`src/rtl/keypad_pkg.sv`:
```
// rtl/keypad_pkg.sv - shared keypad constants, FSM states and key decode
package keypad_pkg;

  localparam logic [2:0] COL1 = 3'b001;
  localparam logic [2:0] COL2 = 3'b010;
  localparam logic [2:0] COL3 = 3'b100;

  localparam logic [3:0] KEY_STAR = 4'd10;
  localparam logic [3:0] KEY_HASH = 4'd11;

  typedef enum logic [1:0] {
    IDLE  = 2'd0,
    PRESS = 2'd1,
    GAP   = 2'd2
  } state_t;

  // Returns {valid, col[2:0], row[3:0]}; codes 12-15 decode to all zeros.
  function automatic logic [7:0] key_to_colrow(input logic [3:0] code);
    logic [7:0] r;
    case (code)
      4'd1:     r = {1'b1, COL1, 4'b0001};
      4'd4:     r = {1'b1, COL1, 4'b0010};
      4'd7:     r = {1'b1, COL1, 4'b0100};
      KEY_STAR: r = {1'b1, COL1, 4'b1000};
      4'd2:     r = {1'b1, COL2, 4'b0001};
      4'd5:     r = {1'b1, COL2, 4'b0010};
      4'd8:     r = {1'b1, COL2, 4'b0100};
      4'd0:     r = {1'b1, COL2, 4'b1000};
      4'd3:     r = {1'b1, COL3, 4'b0001};
      4'd6:     r = {1'b1, COL3, 4'b0010};
      4'd9:     r = {1'b1, COL3, 4'b0100};
      KEY_HASH: r = {1'b1, COL3, 4'b1000};
      default:  r = 8'h00;
    endcase
    return r;
  endfunction

endpackage

```
`src/rtl/keypad_emulator.sv`:
```
// rtl/keypad_emulator.sv - matrix keypad responder driven by a key request handshake
module keypad_emulator
  import keypad_pkg::*;
#(
  parameter int HOLD_CYCLES = 100000,
  parameter int GAP_CYCLES  = 100000,
  parameter int CNT_W       = 17
) (
  input  logic       clk,
  input  logic       rst,
  input  logic [2:0] key_col,
  output logic [3:0] key_row,
  input  logic       req_valid,
  input  logic [3:0] req_key,
  output logic       req_ready,
  output logic       done,
  output logic       hit,
  output logic       err,
  output logic       busy
);

  localparam logic [CNT_W-1:0] HOLD_LOAD = CNT_W'(HOLD_CYCLES - 1);
  localparam logic [CNT_W-1:0] GAP_LOAD  = CNT_W'(GAP_CYCLES - 1);

  state_t           state;
  logic [CNT_W-1:0] cnt;
  logic             seen;
  logic [2:0]       col_q;
  logic [3:0]       row_q;
  logic             done_q;
  logic             hit_q;
  logic             err_q;
  logic [7:0]       dec;

  assign dec = key_to_colrow(req_key);

  always_ff @(posedge clk) begin
    if (rst) begin
      state  <= IDLE;
      cnt    <= '0;
      seen   <= 1'b0;
      col_q  <= 3'b000;
      row_q  <= 4'b0000;
      done_q <= 1'b0;
      hit_q  <= 1'b0;
      err_q  <= 1'b0;
    end else begin
      done_q <= 1'b0;
      hit_q  <= 1'b0;
      err_q  <= 1'b0;
      case (state)
        IDLE: begin
          if (req_valid) begin
            if (dec[7]) begin
              col_q <= dec[6:4];
              row_q <= dec[3:0];
              cnt   <= HOLD_LOAD;
              seen  <= 1'b0;
              state <= PRESS;
            end else begin
              err_q <= 1'b1;
            end
          end
        end
        PRESS: begin
          if (key_col == col_q) begin
            seen <= 1'b1;
          end
          if (cnt == '0) begin
            cnt   <= GAP_LOAD;
            state <= GAP;
          end else begin
            cnt <= cnt - CNT_W'(1);
          end
        end
        GAP: begin
          if (cnt == '0) begin
            state  <= IDLE;
            done_q <= 1'b1;
            hit_q  <= seen;
          end else begin
            cnt <= cnt - CNT_W'(1);
          end
        end
        default: state <= IDLE;
      endcase
    end
  end

  // col_q is always one-hot while pressed, so equality also rejects 000 and multi-bit strobes.
  assign key_row   = (state == PRESS && key_col == col_q) ? row_q : 4'b0000;
  assign req_ready = (state == IDLE);
  assign busy      = (state != IDLE);
  assign done      = done_q;
  assign hit       = hit_q;
  assign err       = err_q;

endmodule

```
`config.mk`:
```
export PLATFORM = sky130hd
export DESIGN_NAME = keypad_emulator
export DESIGN_NICKNAME = d
export VERILOG_FILES = /design/src/rtl/keypad_pkg.sv /design/src/rtl/keypad_emulator.sv
export SDC_FILE = /design/constraint.sdc
export NUM_CORES = 1
export LEC_CHECK = 0
export BUFFER_PORTS_ARGS = -buffer_cell sky130_fd_sc_hd__clkbuf_2
export CELL_PAD_IN_SITES_DETAIL_PLACEMENT = 1
export CELL_PAD_IN_SITES_GLOBAL_PLACEMENT = 2
export CORE_MARGIN = 4
export CORE_UTILIZATION = 31
export CTS_CLUSTER_SIZE = 40
export DETAILED_ROUTE_END_ITERATION = 7
export PLACE_DENSITY = 0.81
export SLEW_MARGIN = 5
export SYNTH_ARGS = -nofsm -noshare
export SYNTH_HDL_FRONTEND = slang
export SYNTH_SLANG_ARGS = --single-unit
```
`constraint.sdc`:
```
create_clock -name clk -period 2.55 [get_ports clk]
set_input_delay 0.1275 -clock clk [delete_from_list [all_inputs] [get_ports clk]]
set_output_delay 0.1275 -clock clk [all_outputs]
set_load 0.02 [all_outputs]
```
## Word level (Yosys, flattened, before mapping)

Memory sizes are Yosys's and may differ from the RTL's.
Cells that the tools add are included.

| storage, ports and cells | value |
|---|---|
| memories | 1 |
| flip-flop bits (word level) | 30 |
| output and inout bits | 9 |
| word-level logic and storage cells | 53 |
| bits in read-only memories | 128 |

| cells by class | value |
|---|---|
| reduce and logical (&&, ||, !) cells | 13 |
| bitwise operators | 4 |
| muxes and demuxes | 17 |
| equality and inequality tests | 9 |
| $add $sub $neg | 1 |

Memories:

| memory | depth | width | rd ports | clocked after memory_dff | write ports | RTL line | source |
|---|---|---|---|---|---|---|---|
| (name not given) | 16 | 8 | 1 | 0 | 0 | keypad_pkg.sv:20 | `case (code)` |

Operators with widths:

| kind | count |
|---|---|
| 17-bit two-way mux | 4 |
| 17-bit case mux with 3 select lines | 1 |
| 17-bit zero test | 1 |
| 17-bit by 1-bit subtractor with 17-bit output (second input constant) | 1 |
| 4-bit AND reduction | 3 |
| 2-bit != test (second input constant) | 5 |
| 2-bit two-way mux | 4 |
| 2-bit case mux with 3 select lines | 1 |
| 3-bit OR reduction | 2 |
| 1-bit two-way mux | 5 |
| 4-bit two-way mux | 1 |
| 1-bit inverter | 4 |
| 2-bit nonzero test | 2 |
| 3-bit == test | 1 |
| 3-bit AND reduction | 1 |
| 3-bit nonzero test | 1 |
| 2-bit by 1-bit == test with 1-bit output (second input constant) | 1 |
| 2-bit == test (second input constant) | 1 |
| 2-bit zero test | 1 |
| 2-bit by 1-bit != test with 1-bit output (second input constant) | 1 |
| 1-bit case mux with 2 select lines | 1 |
| 2-bit OR reduction | 1 |
| 1-bit logical AND | 1 |

## Depth between registers and ports, before layout

Gate-level depths: netlist of the first run.
An unclocked memory read counts as a cell.

| depth | value |
|---|---|
| depth in word-level cells | 4 |
| depth in mapped cells | 8 |
| mapped depth without buffers | 7 |

## Worst setup path after synthesis of the first run

No wires, ideal clock.

| timing path | value |
|---|---|
| kind | register -> register |
| start | reg cnt[0] |
| end | reg cnt[0] |
| path slack | 591 ps |
| path buffers | 1 |
| library setup time | 128 ps |
| cell stages (with the launch flop) | 9 |
| required time | 2422 ps |
| period minus slack after synthesis | 1959 ps |
| data arrival time | 1832 ps |
| cell sequence | dfxtp_1 > inv_1 > ha_1 > nor3b_1 > and3_1 > a41oi_2 > buf_6 > o22ai_1 > nor2_1 |

| on the way | value |
|---|---|
| longest elaborated chain between the ends | 3 |
| elaborated cells between the ends (all ways) | 7 |
| those cells by class | add/sub (1); eq/ne (1); mux (3); reduce/logical (2) |

RTL lines:

| what | RTL line | source |
|---|---|---|
| start: declaration | keypad_emulator.sv:26 | `logic [CNT_W-1:0] cnt;` |
| start signal: assignment | keypad_emulator.sv:73 | `cnt <= cnt - CNT_W'(1);` |
| start signal: assignment | keypad_emulator.sv:82 | `cnt <= cnt - CNT_W'(1);` |
| 17-bit by 1-bit subtractor with 17-bit output / 17-bit zero test (equally long branches) | n/a |  |
| 17-bit two-way mux, or another cell as far along | keypad_emulator.sv:77 | `if (cnt == '0) begin` |
| 17-bit case mux with 3 select lines / 4-bit AND reduction (equally long branches) | n/a |  |

Several ways; a longest one is shown, not always the timed one. The select of a mux whose other input is x is not followed.
A chain may end at the register's enable or synchronous reset.

## Worst setup path after layout of the first run

| timing path | value |
|---|---|
| start | reg cnt[0] |
| end | reg cnt[15] |

Same word-level chain as after synthesis.

==> PnR_summary.wiki, run 1 <==
{| class="wikitable"
! Metric !! Value
|-
| Critical path class || register to register
|-
| CTS Hold Buffers Added || 0
|-
| Wire length of the first global-routing pass || 8.83 mm
|-
| DR pass1 iterations || 4
|-
| Net Count, Synth || 243
|-
| Number of ports placed on the die boundary || 19
|-
| Post-DR vias/cell || 5.29
|-
| Final setup vio count || 0
|-
| Count of antenna diodes in the layout || 0
|-
| Area taken by multi-input logic gates || 1100 um^2
|-
| Global route overflow || 0
|-
| Number of standard cells in the final layout excluding fillers || 322
|-
| Clock period minus final worst setup slack || 2100 ps
|-
| Number of global-route vias before repair || 1,800
|-
| Root buffer selected by CTS || sky130_fd_sc_hd__clkbuf_8
|-
| Number of H-tree levels || 2
|-
| TritonCTS clock tree || done
|-
| Gr usage total || 0.153
|-
| Buffers from clock root to sink, at most || 2
|-
| Initial antenna violation count || 0
|-
| Final non-filler cell area || 2080 um^2
|-
| Initial drt markers || 54
|-
| Unique masters post-synth || 48
|-
| Clock tree skew after final layout || 5.12 ps
|-
| Max Fanout on Critical Path || 11
|-
| Final hold violations || 0
|-
| Top library cells by usage in the layout, fill and taps aside || sky130_fd_sc_hd__dfxtp_1, sky130_fd_sc_hd__nor2_1, sky130_fd_sc_hd__a21oi_1
|-
| Average detailed-routed wire length per instance || 15.2 um
|-
| Overall via count from detail_route || 1,704
|-
| VDD IR max || 0.196 mV
|-
| Post-synthesis cell area || 1800 um^2
|-
| Max Slew Vio Count || 0
|-
| Initial standard-cell utilization of the core || 0.323
|-
| Area of the die || 7090 um^2
|-
| Arrival time worst endpoint || 2280 ps
|-
| Clock transition at the registers of the reported paths || 60 ps
|-
| Number of design rule violations left after detail routing || 0
|-
| Final cell utilization of the core || 0.374
|-
| Post CTS Setup Buffer Count || 0
|-
| Register area || 601 um^2
|-
| Post-synthesis instance total || 225
|-
| Share of layout cells above drive strength 1 || 0.180
|-
| Final GP Congestion || 0.749
|-
| Row count || 27
|-
| Run status || finished, final reports clean
|-
| Largest net degree at the start of global routing || 30
|-
| Post-layout worst setup margin || 450 ps
|-
| Fin Setup TNS || 0 ps
|-
| Element type at the critical path end || register
|-
| Final #Nets || 269
|-
| Critical Path RT || 2730 ps
|-
| I/O Buffers || 18
|-
| Total clock buffers created by CTS || 5
|-
| Fraction of the yosys area taken by sequential cells || 0.334
|-
| Max-Slew Margin vs Limit || 0.608
|-
| Max-cap violations || 0
|-
| Power per Cell Area || 664 nW/um^2
|-
| Placement-stage worst setup slack || 456 ps
|-
| Count of antenna-violating nets left after detailed routing || 0
|-
| Number of fill cells || 720
|-
| Yosys warning count || 0
|-
| Placeable core region || 5570 um^2
|-
| Skew-Pair Late Insertion Delay || 280 ps
|-
| Standby leakage power || 0.855 nW
|-
| P&R area growth vs syn || 15.9%
|-
| DP Cell Count || 316
|-
| Number of synthesized register bits || 30
|-
| Routed wire length || 4.89 mm
|-
| Per-instance average area after synthesis || 8.00 um^2
|-
| Most common cell after layout, fill and taps aside || sky130_fd_sc_hd__dfxtp_1
|-
| Nature of the critical path startpoint || register
|-
| CTS sink cnt || 30
|-
| Least-Margin Pin Slew || 584 ps
|-
| Final HPWL from detailed placement || 3.73 mm
|-
| Unrepaired setup endpoints after global routing || no
|-
| Class of the most critical hold timing path || input port to register
|-
| Placement Cell Area || 2000 um^2
|-
| Post-cts gate resize count || 0
|-
| Final clock period utilization by the worst path || 0.824
|-
| Achievable frequency || 476 MHz
|-
| Die span in y || 84.2 um
|-
| Width of the die || 84.2 um
|}
-- worst max-delay path, stage by stage, from the launching register on --
cell,delay (ps)
sky130_fd_sc_hd__dfxtp_1,340
sky130_fd_sc_hd__inv_1,70
sky130_fd_sc_hd__ha_1,200
sky130_fd_sc_hd__nor3b_1,270
sky130_fd_sc_hd__buf_4,180
sky130_fd_sc_hd__nand3_2,180
sky130_fd_sc_hd__o21bai_4,360
sky130_fd_sc_hd__o21ai_0,140
sky130_fd_sc_hd__a221oi_1,240
-- metal layers --
metal / global-route usage / share of wire
met1: 0.192 / 0.49
met2: 0.259 / 0.47
met3: 0.0343 / 0.023
met4: 0.0482 / 0.015
met5: 0 / 0
-- Yosys cell counts, drive strengths merged --
cell type   n  share of area
nor2       24          0.050
a31oi       1         0.0035
o22ai       6          0.021
o211ai      3          0.015
nor3b       4          0.017
inv        15          0.031
or4         3          0.015
xor2        2         0.0097
nand4b      1         0.0049
a41oi       1         0.0090
dfxtp      30           0.33
a32o        1         0.0056
nor2b       1         0.0035
nand4       2         0.0070
nand3       2         0.0083
ha          8          0.056
clkbuf      6          0.013
o221ai      2         0.0097
xnor2       1         0.0049
mux2i       4          0.022
nor3       15          0.042
nor4        4          0.017
o21bai      1          0.010
and3        3          0.010
nand2      17          0.035
a21oi      21          0.058
and2        8          0.028
or2         1         0.0035
o22a        1         0.0049
a211oi      3          0.018
a22o        2         0.0097
a21o        4          0.017
a2111oi     1         0.0049
or3         4          0.017
a221oi      2         0.0097
o21ai      14          0.043
nand2b      3          0.010
buf         2          0.013
nor4b       1         0.0049
a21boi      1         0.0042
-- final timing paths --
check                            start  cells after the start  slack [ps]                   end
setup reg to reg   cnt[0]$_SDFFE_PP0P_                      8         450  cnt[15]$_SDFFE_PP0P_
hold reg to reg   cnt[14]$_SDFFE_PP0P_                      1         450  cnt[14]$_SDFFE_PP0P_
setup / recovery   cnt[0]$_SDFFE_PP0P_                      8         450  cnt[15]$_SDFFE_PP0P_
hold / removal               req_valid                      3         190        err$_SDFF_PP0_
-- metrics by stage --
step | power (mW) | hold slack [ps]
floorplan | 0.872 | 212
finish | 1.38 | 190
global placement | 1.01 | 437
CTS | 1.41 | 180
global route | 1.50 | 217
detailed placement | 1.02 | 439
-- power by group --
part	switching, mW	total [mW]	internal, mW
clock network	0.174	0.382	0.208
registers	0.0429	0.554	0.511
logic	0.269	0.449	0.180
-- area by class of cell --
type                       instances  area share
inverter                          15      0.0270
sequential                        30       0.288
tap                               72      0.0432
clock buffer                       6      0.0396
timing repair buffer              27      0.0756
multi-input combinational        172       0.526
-- kinds of logic after synthesis --
group                      count (synthesis)  synth area share
DFF                                       30             0.334
AOI/OAI and AO/OA                         64             0.244
muxes                                      4            0.0223
and+or+nand+nor                           93             0.273
adders and majority gates                  8            0.0556
xor gates and xnor gates                   3            0.0146
buffers and inverters                     23            0.0563
-- registers in the layout, summed over array words and instances, names as in the netlist --
signal  cells
hit         1
err         1
state       2
seen        1
cnt        17
row_q       4
col_q       3
done        1
Power figures use the tool's default switching activity.
==> run 2, diff against run 1 <==
Clock period 2.55 ns to 2 ns, I/O delays scaled along.
==> run 2 against run 1 <==
Effect of this change: die area stayed put; largest power group is now combinational cells; worst setup slack worse by 430 ps; final cell count is 7.8% higher; clock power is 38% higher; register-to-register slack worse by 430 ps; worst hold slack worse by 30 ps; critical path depth is 2 lower.
==> PnR_summary.wiki, run 2 (synthesis gave the netlist of run 1 again) <==
{| class="wikitable"
! Metric !! Value
|-
| Flop2flop setup slack || 20 ps (-430 ps)
|-
| Buffers from clock root to sink, at most || 2 (unchanged)
|-
| Clock transition at the registers of the reported paths || 70 ps (about the same)
|-
| Element type at the critical path end || register
|-
| CP cell instances || or3_4 -> or4_4 -> o21bai_4 -> buf_6 -> nor2_4 -> nor4_4
|-
| Top library cells by usage in the layout, fill and taps aside || sky130_fd_sc_hd__dfxtp_1, sky130_fd_sc_hd__buf_4, sky130_fd_sc_hd__nor2_1
|-
| Class of the most critical hold timing path || input port to register
|-
| Skew-Pair Late Insertion Delay || 290 ps (about the same)
|-
| Reg2reg end || cnt[3]$_SDFFE_PP0P_
|-
| Overall via count from detail_route || 1,813 (+6.4%)
|-
| Max-cap violations || 0 (unchanged)
|-
| RR Startpoint || cnt[11]$_SDFFE_PP0P_
|-
| Number of H-tree levels || 2 (unchanged)
|-
| Max FFs per register || 17 (unchanged)
|-
| Post-layout worst setup margin || 20.4 ps (-430 ps)
|-
| Count of buffer and inverter cells on the critical path || 1 (-1)
|-
| Post-DR vias/cell || 5.22 (-1.3%)
|-
| Number of stages on the worst setup path || 6 (-2)
|-
| CTS Hold Buffers Added || 0 (unchanged)
|-
| Crit-path max cell delay || 510 ps (+150 ps)
|-
| Top Family by Delay on Critical Path || simple AND/OR/NAND/NOR gates
|-
| Clock tree skew after final layout || 9.97 ps (+4.85 ps)
|-
| Nature of the critical path startpoint || register
|-
| Share of layout cells above drive strength 1 || 0.316 (+0.136)
|-
| Number of standard cells in the final layout excluding fillers || 347 (+7.8%)
|-
| Count of antenna-violating nets left after detailed routing || 0 (unchanged)
|-
| Critical Path RT || 2200 ps (-530 ps)
|-
| Final HPWL from detailed placement || 3.92 mm (+5.3%)
|-
| Capture point of the critical path || cnt[3]$_SDFFE_PP0P_
|-
| Max Fanout on Critical Path || 3 (-8)
|-
| Largest regs || cnt: 17 flops, row_q: 4 flops, col_q: 3 flops
|-
| Placeable core region || 5570 um^2 (unchanged)
|-
| Number of global-route vias before repair || 1,911 (+6.2%)
|-
| Worst R2R Path Depth || 6 (-2)
|-
| VDD IR max || 0.380 mV (+94%)
|-
| Final clock period utilization by the worst path || 0.990 (+0.166)
|-
| Standby leakage power || 0.998 nW (+17%)
|-
| Final GP Congestion || 0.755 (+0.71%)
|-
| CTS sink cnt || 30 (unchanged)
|-
| P&R area growth vs syn || 32.9%
|-
| Post-route worst hold slack || 160 ps (-29.8 ps)
|-
| Total clock buffers created by CTS || 5 (unchanged)
|-
| Arrival time worst endpoint || 2180 ps (-100 ps)
|-
| Final #Nets || 292 (+8.6%)
|-
| Least-Margin Pin Slew || 611 ps (+27.3 ps)
|-
| Routed wire length || 5.28 mm (+8.0%)
|-
| Fin Setup TNS || 0 ps (unchanged)
|-
| Die span in y || 84.2 um (unchanged)
|-
| Root buffer selected by CTS || sky130_fd_sc_hd__clkbuf_8
|-
| Max-Slew Margin vs Limit || 0.592 (-0.0162)
|-
| Clock period minus final worst setup slack || 1980 ps (-120 ps)
|-
| Placement-stage worst setup slack || 28.9 ps (-427 ps)
|-
| Average detailed-routed wire length per instance || 15.2 um (+0.22%)
|-
| Register with the highest flop count || cnt
|-
| Max Slew Vio Count || 0 (unchanged)
|-
| DP Cell Count || 336 (+6.3%)
|-
| DR pass1 iterations || 4 (unchanged)
|-
| Global route overflow || 0 (unchanged)
|-
| Run status || finished, final reports clean
|-
| Number of design rule violations left after detail routing || 0 (unchanged)
|-
| Width of the die || 84.2 um (unchanged)
|-
| Count of antenna diodes in the layout || 0 (unchanged)
|-
| Master of the slowest instance on the critical path || sky130_fd_sc_hd__or4_4
|-
| Initial standard-cell utilization of the core || 0.323 (unchanged)
|-
| TritonCTS clock tree || done
|-
| Critical path class || register to register
|-
| I/O Buffers || 18 (unchanged)
|-
| Number of ports placed on the die boundary || 19 (unchanged)
|-
| Initial drt markers || 65 (+20%)
|-
| Achievable frequency || 505 MHz (+6.1%)
|-
| Most common cell after layout, fill and taps aside || sky130_fd_sc_hd__dfxtp_1
|-
| Area of the die || 7090 um^2 (unchanged)
|-
| Wire length of the first global-routing pass || 8.87 mm (+0.38%)
|-
| Row count || 27 (unchanged)
|-
| Unrepaired setup endpoints after global routing || yes
|-
| Power per Cell Area || 819 nW/um^2 (+23%)
|-
| Initial antenna violation count || 0 (unchanged)
|-
| Final hold violations || 0 (unchanged)
|-
| Critical path launch point || cnt[11]$_SDFFE_PP0P_
|-
| Largest net degree at the start of global routing || 30 (unchanged)
|-
| Gr usage total || 0.154 (+0.00121)
|-
| Final setup vio count || 0 (unchanged)
|}
run 2: cell count changes in the layout (fill, tap and decap cells not counted), moves of 3 or more:
| cell | change |
|---|---|
| sky130_fd_sc_hd__buf_4 | +17 |
| sky130_fd_sc_hd__buf_6 | +4 |
| sky130_fd_sc_hd__dfxtp_1 | -3 |
| sky130_fd_sc_hd__dfxtp_2 | +3 |
| sky130_fd_sc_hd__o21ai_0 | -3 |
run 2: timing repair:
item                       CTS  global route
gates resized for setup      0            30
setup endpoints to repair    0            18
buffers inserted             0             2
run 2: layout make-up:
| type | instances | area, um^2 |
|---|---|---|
| Fill cell | 691 | 3180 |
| Sequential cell | 30 | 604 |
| Multi-Input combinational cell | 172 | 1190 |
| Clock inverter | 2 | 12.5 |
| Clock buffer | 6 | 82.6 |
| Tap cell | 72 | 90.1 |
| Timing Repair Buffer | 50 | 355 |
| Inverter | 15 | 56.3 |
run 2: per-stage QoR:
step                       util  power (mW)  instance area [um^2]
after floorplan               -        1.11                  1800
after global placement    0.388        1.35                  2160
after detailed placement  0.388        1.37                  2160
after CTS                 0.405        1.91                  2260
after global routing      0.429        2.10                  2390
final                     0.429        1.96                  2390
run 2: worst reg2reg max path, cell delays in order, from the launching register on:
cell and delay (ps):
sky130_fd_sc_hd__dfxtp_2 330, sky130_fd_sc_hd__or3_4 390, sky130_fd_sc_hd__or4_4 510, sky130_fd_sc_hd__o21bai_4 230
sky130_fd_sc_hd__buf_6 140, sky130_fd_sc_hd__nor2_4 40, sky130_fd_sc_hd__nor4_4 250
run 2: report_power, final:
group | switching [mW] | total (mW) | internal [mW]
clock network | 0.252 | 0.528 | 0.276
registers | 0.0462 | 0.698 | 0.651
logic | 0.409 | 0.733 | 0.324
run 2: per-layer routing:
| metal | wire length (um) | up-vias | GRT usage |
|---|---|---|---|
| met5 | 0 | - | 0 |
| met4 | 71 | 0 | 0.0482 |
| met3 | 108 | 5 | 0.0304 |
| met2 | 2570 | 17 | 0.266 |
| met1 | 2530 | 880 | 0.192 |
| li1 | - | 911 | - |
run 2: how the worst min path moves through the flow:
stage | start | end | slack [ps] | cells past startpoint
after floorplan | rst | done$_SDFF_PP0_ | 180 | 1
after global placement | seen$_SDFFE_PP0P_ | hit$_SDFF_PP0_ | 430 | 1
after detailed placement | seen$_SDFFE_PP0P_ | hit$_SDFF_PP0_ | 450 | 1
after CTS | req_valid | err$_SDFF_PP0_ | 150 | 3
after global routing | req_valid | err$_SDFF_PP0_ | 180 | 3
final | req_valid | err$_SDFF_PP0_ | 160 | 3
